===== src/rtl/sam_vram_pkg.sv =====
// Shared types and sizes for the video VRAM read server.
// Holds the server FSM state type and the default address/data widths.
package sam_vram_pkg;

    localparam int VRAM_AW = 19;
    localparam int VRAM_DW = 16;

    typedef enum logic [1:0] {
        IDLE = 2'd0,
        RD1  = 2'd1,
        RD2  = 2'd2,
        CPU  = 2'd3
    } vs_state_t;

endpackage


===== src/rtl/vram_server.sv =====
// Serves the video controller's two VRAM read ports over one shared
// 16-bit memory port, filling idle gaps with CPU word accesses.
// Ports:
//   clk_sys, reset          : clock, synchronous active-high reset
//   vram_addr1/2            : video fetch address pair
//   vram_dout1/2            : data of the last completed pair (atomic)
//   vram_late               : pair changed before the previous one landed
//   cpu_req/we/be/addr/wdata: CPU request (level, held until ack)
//   cpu_rdata, cpu_ack      : CPU completion (one-cycle ack)
//   mem_req/we/be/addr/wdata: registered memory request
//   mem_rdata, mem_ack      : memory completion
module vram_server
    import sam_vram_pkg::*;
#(
    parameter int AW = VRAM_AW,
    parameter int DW = VRAM_DW
) (
    input  logic          clk_sys,
    input  logic          reset,
    input  logic [AW-1:0] vram_addr1,
    input  logic [AW-1:0] vram_addr2,
    output logic [DW-1:0] vram_dout1,
    output logic [DW-1:0] vram_dout2,
    output logic          vram_late,
    input  logic          cpu_req,
    input  logic          cpu_we,
    input  logic [1:0]    cpu_be,
    input  logic [AW-1:0] cpu_addr,
    input  logic [DW-1:0] cpu_wdata,
    output logic [DW-1:0] cpu_rdata,
    output logic          cpu_ack,
    output logic          mem_req,
    output logic          mem_we,
    output logic [1:0]    mem_be,
    output logic [AW-1:0] mem_addr,
    output logic [DW-1:0] mem_wdata,
    input  logic [DW-1:0] mem_rdata,
    input  logic          mem_ack
);

    vs_state_t     state_q, state_d;
    logic [AW-1:0] la1_q, la1_d;
    logic [AW-1:0] la2_q, la2_d;
    logic          lvalid_q, lvalid_d;
    logic          lflag_q, lflag_d;
    logic [DW-1:0] tmp1_q, tmp1_d;
    logic [DW-1:0] dout1_q, dout1_d;
    logic [DW-1:0] dout2_q, dout2_d;
    logic [DW-1:0] crd_q, crd_d;
    logic          cack_q, cack_d;
    logic          late_q, late_d;
    logic          mreq_q, mreq_d;
    logic          mwe_q, mwe_d;
    logic [1:0]    mbe_q, mbe_d;
    logic [AW-1:0] maddr_q, maddr_d;
    logic [DW-1:0] mwd_q, mwd_d;

    logic moved;
    logic pend;

    assign moved = (vram_addr1 != la1_q) | (vram_addr2 != la2_q);
    assign pend  = !lvalid_q | moved;

    always_comb begin
        state_d  = state_q;
        la1_d    = la1_q;
        la2_d    = la2_q;
        lvalid_d = lvalid_q;
        lflag_d  = lflag_q;
        tmp1_d   = tmp1_q;
        dout1_d  = dout1_q;
        dout2_d  = dout2_q;
        crd_d    = crd_q;
        cack_d   = 1'b0;
        late_d   = 1'b0;
        mreq_d   = mreq_q;
        mwe_d    = mwe_q;
        mbe_d    = mbe_q;
        maddr_d  = maddr_q;
        mwd_d    = mwd_q;

        // One late pulse per latched pair, however often it moves.
        if ((state_q == RD1 || state_q == RD2)
                && moved && !lflag_q) begin
            late_d  = 1'b1;
            lflag_d = 1'b1;
        end

        unique case (state_q)
            IDLE: begin
                if (pend) begin
                    la1_d   = vram_addr1;
                    la2_d   = vram_addr2;
                    lflag_d = 1'b0;
                    state_d = RD1;
                    mreq_d  = 1'b1;
                    mwe_d   = 1'b0;
                    mbe_d   = 2'b11;
                    maddr_d = vram_addr1;
                end else if (cpu_req) begin
                    state_d = CPU;
                    mreq_d  = 1'b1;
                    mwe_d   = cpu_we;
                    mbe_d   = cpu_we ? cpu_be : 2'b11;
                    maddr_d = cpu_addr;
                    mwd_d   = cpu_wdata;
                end
            end
            RD1: begin
                if (mem_ack) begin
                    tmp1_d  = mem_rdata;
                    state_d = RD2;
                    maddr_d = la2_q;
                end
            end
            RD2: begin
                if (mem_ack) begin
                    if (!moved) begin
                        dout1_d  = tmp1_q;
                        dout2_d  = mem_rdata;
                        lvalid_d = 1'b1;
                        state_d  = IDLE;
                        mreq_d   = 1'b0;
                    end else begin
                        // Stale pair: drop it and chase the new one.
                        la1_d   = vram_addr1;
                        la2_d   = vram_addr2;
                        lflag_d = 1'b0;
                        state_d = RD1;
                        maddr_d = vram_addr1;
                    end
                end
            end
            CPU: begin
                if (mem_ack) begin
                    cack_d  = 1'b1;
                    state_d = IDLE;
                    mreq_d  = 1'b0;
                    if (!mwe_q) begin
                        crd_d = mem_rdata;
                    end
                end
            end
            default: state_d = IDLE;
        endcase
    end

    always_ff @(posedge clk_sys) begin
        if (reset) begin
            state_q  <= IDLE;
            la1_q    <= '0;
            la2_q    <= '0;
            lvalid_q <= 1'b0;
            lflag_q  <= 1'b0;
            tmp1_q   <= '0;
            dout1_q  <= '0;
            dout2_q  <= '0;
            crd_q    <= '0;
            cack_q   <= 1'b0;
            late_q   <= 1'b0;
            mreq_q   <= 1'b0;
            mwe_q    <= 1'b0;
            mbe_q    <= 2'b11;
            maddr_q  <= '0;
            mwd_q    <= '0;
        end else begin
            state_q  <= state_d;
            la1_q    <= la1_d;
            la2_q    <= la2_d;
            lvalid_q <= lvalid_d;
            lflag_q  <= lflag_d;
            tmp1_q   <= tmp1_d;
            dout1_q  <= dout1_d;
            dout2_q  <= dout2_d;
            crd_q    <= crd_d;
            cack_q   <= cack_d;
            late_q   <= late_d;
            mreq_q   <= mreq_d;
            mwe_q    <= mwe_d;
            mbe_q    <= mbe_d;
            maddr_q  <= maddr_d;
            mwd_q    <= mwd_d;
        end
    end

    assign vram_dout1 = dout1_q;
    assign vram_dout2 = dout2_q;
    assign vram_late  = late_q;
    assign cpu_rdata  = crd_q;
    assign cpu_ack    = cack_q;
    assign mem_req    = mreq_q;
    assign mem_we     = mwe_q;
    assign mem_be     = mbe_q;
    assign mem_addr   = maddr_q;
    assign mem_wdata  = mwd_q;

endmodule


===== config.mk =====
export PLATFORM = sky130hd
export DESIGN_NAME = vram_server
export DESIGN_NICKNAME = d
export VERILOG_FILES = /design/src/rtl/sam_vram_pkg.sv /design/src/rtl/vram_server.sv
export SDC_FILE = /design/constraint.sdc
export NUM_CORES = 1
export LEC_CHECK = 0
export CAP_MARGIN = 40
export CORE_MARGIN = 5
export CORE_UTILIZATION = 65
export DETAILED_ROUTE_END_ITERATION = 8
export DONT_BUFFER_PORTS = 1
export PLACE_DENSITY_LB_ADDON = 0.2
export REMOVE_ABC_BUFFERS = 1
export SLEW_MARGIN = 20
export SYNTH_ARGS = -nofsm -noshare
export SYNTH_HDL_FRONTEND = slang
export SYNTH_SLANG_ARGS = --single-unit

===== constraint.sdc =====
create_clock -name clk_sys -period 4.4 [get_ports clk_sys]
set_clock_uncertainty 0.05 [all_clocks]
set_input_delay 0.88 -clock clk_sys [delete_from_list [all_inputs] [get_ports clk_sys]]
set_output_delay 0.88 -clock clk_sys [all_outputs]
set_load 0.05 [all_outputs]

==> results.sh, run 1 <==
export IMPL_path_cells="xor2_1, nor4_1, nand4_1, nor3_2, o32ai_4, buf_6, buf_4, mux2i_1, nor2_1"
export IMPL_leakage_nw=2.83
export IMPL_critPathCapture="la2_q[12]$_SDFFE_PP0P_"
export IMPL_synth_top_family_by_area="simple AND/OR/NAND/NOR gates"
export IMPL_period_minus_slack_ns=3.13
export IMPL_whs_ns=0.388
export IMPL_synth_fa_ha_area_share_pct=0.825
export IMPL_clock_sinks=147
export IMPL_num_rows=35
export IMPL_die_h_um=107
export IMPL_synth_top_area_share_pct=48.5
export IMPL_drc_errors=0
export IMPL_post_place_cells=743
export IMPL_grt_max_degree=147
export IMPL_crit_fanout=22
export IMPL_status="completed"
export IMPL_first_iter_violations=319
export IMPL_max_stage_delay_ns=0.65
export IMPL_p_per_area_mw_per_mm2=637
export IMPL_placement_io_buffers=0
export IMPL_final_layout_size_suffix_gt1_share_pct=8.87
export IMPL_ys_seq_area_share_pct=48.5
export IMPL_grt_overflow=0
export IMPL_ys_warn_count=0
export IMPL_setup_viol=0
export IMPL_slowest_stage="nor3_2"
export IMPL_die_area_mm2=0.0114
export IMPL_synth_cell_types=37
export IMPL_dpl_hpwl_um=10200
export IMPL_cts_buffers=17
export IMPL_crit_type="in2reg"
export IMPL_vias=4707
export IMPL_endpoint_kind="register"
export IMPL_grt_pass1_wl_um=22900
export IMPL_drv_slew=0
export IMPL_routed_wl_um=14600
export IMPL_peakVddDrop_v=0.000318
export IMPL_rr_startpoint="la1_q[9]$_SDFFE_PP0P_"
export IMPL_htree_levels=4
export IMPL_ctsHoldBuffers=0
export IMPL_cts_resized=0
export IMPL_grt_pass1_vias=4695
export IMPL_initial_utilization_pct=66.3
export IMPL_synthCells=671
export IMPL_ctsRootBufferMaster="clkbuf_8"
export IMPL_tns_ns=0
export IMPL_place_congestion=0.851
export IMPL_cts_setup_buffers=0
export IMPL_path_depth=9
export IMPL_cts_tree="built"
export IMPL_synthSimpleGateAreaFrac_pct=17.2
export IMPL_hold_path_class="in2reg"
export IMPL_yosys_register_bits=147
export IMPL_first_pass_iters=4
export IMPL_r2r_slack_ns=1.29
export IMPL_cp_start_kind="input pin"
export IMPL_core_area_mm2=0.00915
export IMPL_io_pins=185
export IMPL_cp_required_ns=4.75
export IMPL_path_buf_inv=2
export IMPL_relSlewSlack_pct=47.9
export IMPL_arrival_ns=3.47
export IMPL_async_flop_share_pct=0
export IMPL_cts_clk_slew_worst_paths_ns=0.06
export IMPL_synth_commonest_cells="dfxtp_1 (147), nand2_1 (123), nor2_1 (79), mux2i_1 (71), a21oi_1 (53)"
export IMPL_syn_to_final_growth_pct=10.5
export IMPL_num_nets_final=752
export IMPL_synth_mux_area_share_pct=11.7
export IMPL_diodes=0
export IMPL_cts_path_max_buffers=2
export IMPL_ys_flop_type="dfxtp_1"
export IMPL_grt_antenna_before_repair=0
export IMPL_synth_edf_count=0
export IMPL_grt_use_total_pct=25.2
export IMPL_hold_viol=0
export IMPL_drtAntennaViolNets=0
export IMPL_rsz0062_at_grt="false"
export IMPL_critical_path_top_delay_family="simple AND/OR/NAND/NOR gates"
export IMPL_fmax_mhz=320
export IMPL_viasPerCell=6.07
export IMPL_cp_startpoint="vram_addr1[9]"
export IMPL_synth_area_leaders="dfxtp_1 (48%), mux2i_1 (12%), nand2_1 (7.6%)"
export IMPL_synth_top_area_cell="dfxtp_1"
export IMPL_regToRegEndpoint="la2_q[12]$_SDFFE_PP0P_"
export IMPL_synth_xor_area_share_pct=5.48
export IMPL_synth_most_common_cell="dfxtp_1"
export IMPL_post_route_period_util_pct=71.0
export IMPL_syn_area_mm2=0.00607
export IMPL_syn_area_per_cell_um2=9.04
export IMPL_synth_compound_area_share_pct=12.3
export IMPL_wl_per_cell_um=18.8
export IMPL_maxCapViolations=0
export IMPL_clk_latency_ns=0.51
export IMPL_rr_worst_depth=9
export IMPL_final_cells=776
export IMPL_fp_dieW_um=107
export IMPL_worstMarginPinSlew_ns=0.778
-- final cells by class --
class | count | area (um^2)
flip-flops and latches | 147 | 2940
well taps | 111 | 139
inverters | 9 | 33.8
fillers | 669 | 2440
repair buffers | 10 | 101
clock buffers | 20 | 445
clock inverters | 12 | 120
multi-input cells | 467 | 2930
-- stage by stage --
step / worst slack, ns / utilization [%] / total power, W / instance area [um^2]
6_report: 1.27 / 73.3 / 0.00427 / 6710
4_1_cts: 1.16 / 73.1 / 0.00428 / 6690
5_1_grt: 1.15 / 73.3 / 0.00447 / 6710
3_3_place_gp: 0.587 / 66.3 / 0.00284 / 6060
2_1_floorplan: -1.74 / - / 0.00269 / 5860
3_5_place_dp: 0.593 / 66.9 / 0.00293 / 6130
-- worst min-delay path by stage --
stage          cells past startpoint                from                   endpoint
3_3_place_gp                       1  lflag_q$_SDFF_PP0_       vram_late$_SDFF_PP0_
5_1_grt                            1               reset      la2_q[1]$_SDFFE_PP0P_
3_5_place_dp                       1  lflag_q$_SDFF_PP0_       vram_late$_SDFF_PP0_
6_report                           1               reset  mem_wdata[9]$_SDFFE_PP0P_
4_1_cts                            1               reset      la2_q[1]$_SDFFE_PP0P_
2_1_floorplan                      1  lflag_q$_SDFF_PP0_       vram_late$_SDFF_PP0_
-- cells in the final DEF (no fill, tap or decap), types with 9 or more instances in the layout --
master / synthesis / final
a21oi_1: 53 / 53
nor3_1: 25 / 24
a311oi_2: 10 / 10
clkbuf_16: 0 / 16
inv_1: 9 / 9
mux2i_1: 71 / 70
a311oi_1: 9 / 9
dfxtp_1: 147 / 147
xor2_1: 38 / 38
a32oi_1: 19 / 19
nor4_1: 9 / 9
nor2_1: 79 / 79
nand2_1: 123 / 123
-- layer usage --
layer,track usage [%],wire [um],vias to the layer above
met5,0,0,-
met4,12.4,435,0
met3,10.5,1440,33
met2,42.3,7250,175
met1,27.4,5490,2237
li1,-,-,2262
-- power by group --
group	internal, W	leakage (nW)	switching [W]
registers	0.00152	1.20	0.000398
logic	0.000429	1.37	0.000577
clock network	0.000788	0.261	0.000562
total	0.00274	2.83	0.00154
-- cells by family (layout without fill, tap and decap cells) --
kind of cell,Yosys count,count (layout)
flops,147,147
buf+inv,57,51
xor+xnor,38,38
compound gates,104,104
simple gates,250,250
mux,71,71
fa+ha+maj,4,4
-- state kept, by name, summed over array words and instances, names as in the netlist --
name and count:
state_q 2, lvalid_q 1, lflag_q 1, mem_we 1, cpu_ack 1, vram_late 1, vram_dout2 16, mem_addr 19
la1_q 19, mem_wdata 16, tmp1_q 16, la2_q 19, vram_dout1 16, mem_be 2, cpu_rdata 16, mem_req 1
No activity file was read; power rests on OpenSTA's default activity.
==> run 2: changes to the inputs <==
--- a/config.mk
+++ b/config.mk
@@ -7,7 +7,7 @@
 export LEC_CHECK = 0
 export CAP_MARGIN = 40
 export CORE_MARGIN = 5
-export CORE_UTILIZATION = 65
+export CORE_UTILIZATION = 57
 export DETAILED_ROUTE_END_ITERATION = 8
 export DONT_BUFFER_PORTS = 1
 export PLACE_DENSITY_LB_ADDON = 0.2
==> constraint.sdc (replaced) <==
create_clock -name clk_sys -period 2.6 [get_ports clk_sys]
set_clock_uncertainty 0.05 [all_clocks]
set_input_delay 0.52 -clock clk_sys [delete_from_list [all_inputs] [get_ports clk_sys]]
set_output_delay 0.52 -clock clk_sys [all_outputs]
set_load 0.05 [all_outputs]
==> results.sh, run 2 (same netlist as run 1, synthesis figures left out) <==
export IMPL_crit_fanout=16
export IMPL_die_area_mm2=0.0128
export IMPL_relSlewSlack_pct=57.8
export IMPL_endpoint_kind="register"
export IMPL_clock_sinks=147
export IMPL_setup_viol=0
export IMPL_die_h_um=113
export IMPL_first_pass_iters=5
export IMPL_worstMarginPinSlew_ns=0.633
export IMPL_ctsRootBufferMaster="clkbuf_8"
export IMPL_htree_levels=4
export IMPL_cp_start_kind="register"
export IMPL_peakVddDrop_v=0.000576
export IMPL_grt_antenna_before_repair=0
export IMPL_hold_viol=0
export IMPL_maxCapViolations=0
export IMPL_final_cells=813
export IMPL_grt_max_degree=147
export IMPL_viasPerCell=5.87
export IMPL_p_per_area_mw_per_mm2=1060
export IMPL_period_minus_slack_ns=2.45
export IMPL_io_pins=185
export IMPL_post_route_worst_setup_slack_ns=0.151
export IMPL_hold_path_class="in2reg"
export IMPL_core_area_mm2=0.0104
export IMPL_first_iter_violations=243
export IMPL_post_route_period_util_pct=94.2
export IMPL_grt_pass1_wl_um=23900
export IMPL_fp_dieW_um=113
export IMPL_cts_path_max_buffers=2
export IMPL_final_cell_mix="dfxtp_1 (147), nand2_1 (123), nor2_1 (79), mux2i_1 (69), a21oi_1 (53)"
export IMPL_regToRegEndpoint="vram_dout1[11]$_SDFFE_PP0P_"
export IMPL_cp_required_ns=2.93
export IMPL_place_congestion=0.812
export IMPL_fill_cells=859
export IMPL_arrival_ns=2.78
export IMPL_r2r_slack_ns=0.15
export IMPL_crit_type="reg2reg"
export IMPL_grt_use_total_pct=23.1
export IMPL_drv_slew=0
export IMPL_leakage_nw=2.96
export IMPL_cts_tree="built"
export IMPL_cts_buffers=17
export IMPL_layout_commonest_cell="dfxtp_1"
export IMPL_status="completed"
export IMPL_dp_slack_ns=-0.160
export IMPL_initial_utilization_pct=58.5
export IMPL_num_rows=37
export IMPL_critPathCapture="vram_dout1[11]$_SDFFE_PP0P_"
export IMPL_final_layout_size_suffix_gt1_share_pct=11.2
export IMPL_num_nets_final=767
export IMPL_ctsHoldBuffers=0
export IMPL_clk_latency_ns=0.50
export IMPL_diodes=0
export IMPL_syn_to_final_growth_pct=14.9
export IMPL_post_place_cells=781
export IMPL_fmax_mhz=408
export IMPL_rr_startpoint="la2_q[1]$_SDFFE_PP0P_"
export IMPL_grt_pass1_vias=4767
export IMPL_drc_errors=0
export IMPL_vias=4772
export IMPL_cts_clk_slew_worst_paths_ns=0.06
export IMPL_rr_worst_depth=10
export IMPL_drtAntennaViolNets=0
export IMPL_cp_startpoint="la2_q[1]$_SDFFE_PP0P_"
export IMPL_wl_per_cell_um=18.8
export IMPL_placement_io_buffers=0
export IMPL_grt_overflow=0
export IMPL_routed_wl_um=15200
export IMPL_dpl_hpwl_um=10500
export IMPL_rsz0062_at_grt="false"
[run 2: cell count changes in the layout (fill, tap and decap cells not counted), moves of 3 or more]
| cell | change |
|---|---|
| buf_12 | +5 |
| buf_4 | +13 |
| buf_6 | -3 |
| inv_6 | -3 |
| nor4_1 | -4 |
| nor4_2 | +4 |
[run 2: routing by layer]
| layer | GRT usage (%) | wire, um | part of all wire, % |
|---|---|---|---|
| met4 | 8.97 | 244 | 1.6 |
| met5 | 0 | 0 | 0 |
| met2 | 39.2 | 7680 | 50 |
| met3 | 8.24 | 1430 | 9.4 |
| met1 | 26.6 | 5900 | 39 |
[run 2: final cells by class]
cell class              instances  area [um^2]  share of cell area, %
multi-input cells             467         2960                   42.5
clock inverters                 9          131                   1.88
flip-flops and latches        147         2940                   42.2
repair buffers                 25          285                   4.09
inverters                       9         33.8                  0.485
clock buffers                  20          445                   6.39
well taps                     136          170                   2.44
[run 2: per-stage QoR]
step | util (%) | total power (W) | area (um^2) | hold WS, ns | TNS, ns
global placement | 60.7 | 0.00500 | 6290 | 0.360 | -4.30
detailed placement | 60.7 | 0.00507 | 6290 | 0.365 | -9.64
finish | 67.2 | 0.00742 | 6970 | 0.0364 | 0
floorplan | - | 0.00446 | 5860 | 0.349 | -152.42
CTS | 66.3 | 0.00745 | 6880 | 0.0194 | 0
global route | 67.2 | 0.00778 | 6970 | 0.00251 | 0
[run 2: power by group]
part	leakage, nW	switching (W)	internal, W
registers	1.20	0.000664	0.00257
clock network	0.275	0.000874	0.00150
logic	1.49	0.00101	0.000807
total	2.96	0.00255	0.00488
[run 2: worst min-delay path by stage]
stage | from | to | slack (ns) | cells after the start
after floorplan | lflag_q$_SDFF_PP0_ | vram_late$_SDFF_PP0_ | 0.35 | 1
after global placement | lflag_q$_SDFF_PP0_ | vram_late$_SDFF_PP0_ | 0.36 | 1
after detailed placement | lflag_q$_SDFF_PP0_ | vram_late$_SDFF_PP0_ | 0.36 | 1
after CTS | reset | mem_addr[8]$_SDFFE_PP0P_ | 0.02 | 1
after global routing | reset | mem_wdata[7]$_SDFFE_PP0P_ | 0.003 | 1
final | reset | mem_wdata[10]$_SDFFE_PP0P_ | 0.04 | 1
[run 2: timing repair]
action,CTS,global route
pin swaps,0,3
setup buffers,0,1
resized for setup,1,6
cloned,0,2
setup endpoints to repair,1,98
[run 2: critical path: stages, from the launching register on]
cell and delay, ns:
dfxtp_1 0.34, xor2_1 0.17, nor4_2 0.34, nand4_1 0.25, buf_4 0.21, nor3_4 0.20, buf_4 0.18, nand3_4 0.13
clkbuf_16 0.25, mux2i_1 0.16, nor2_1 0.05
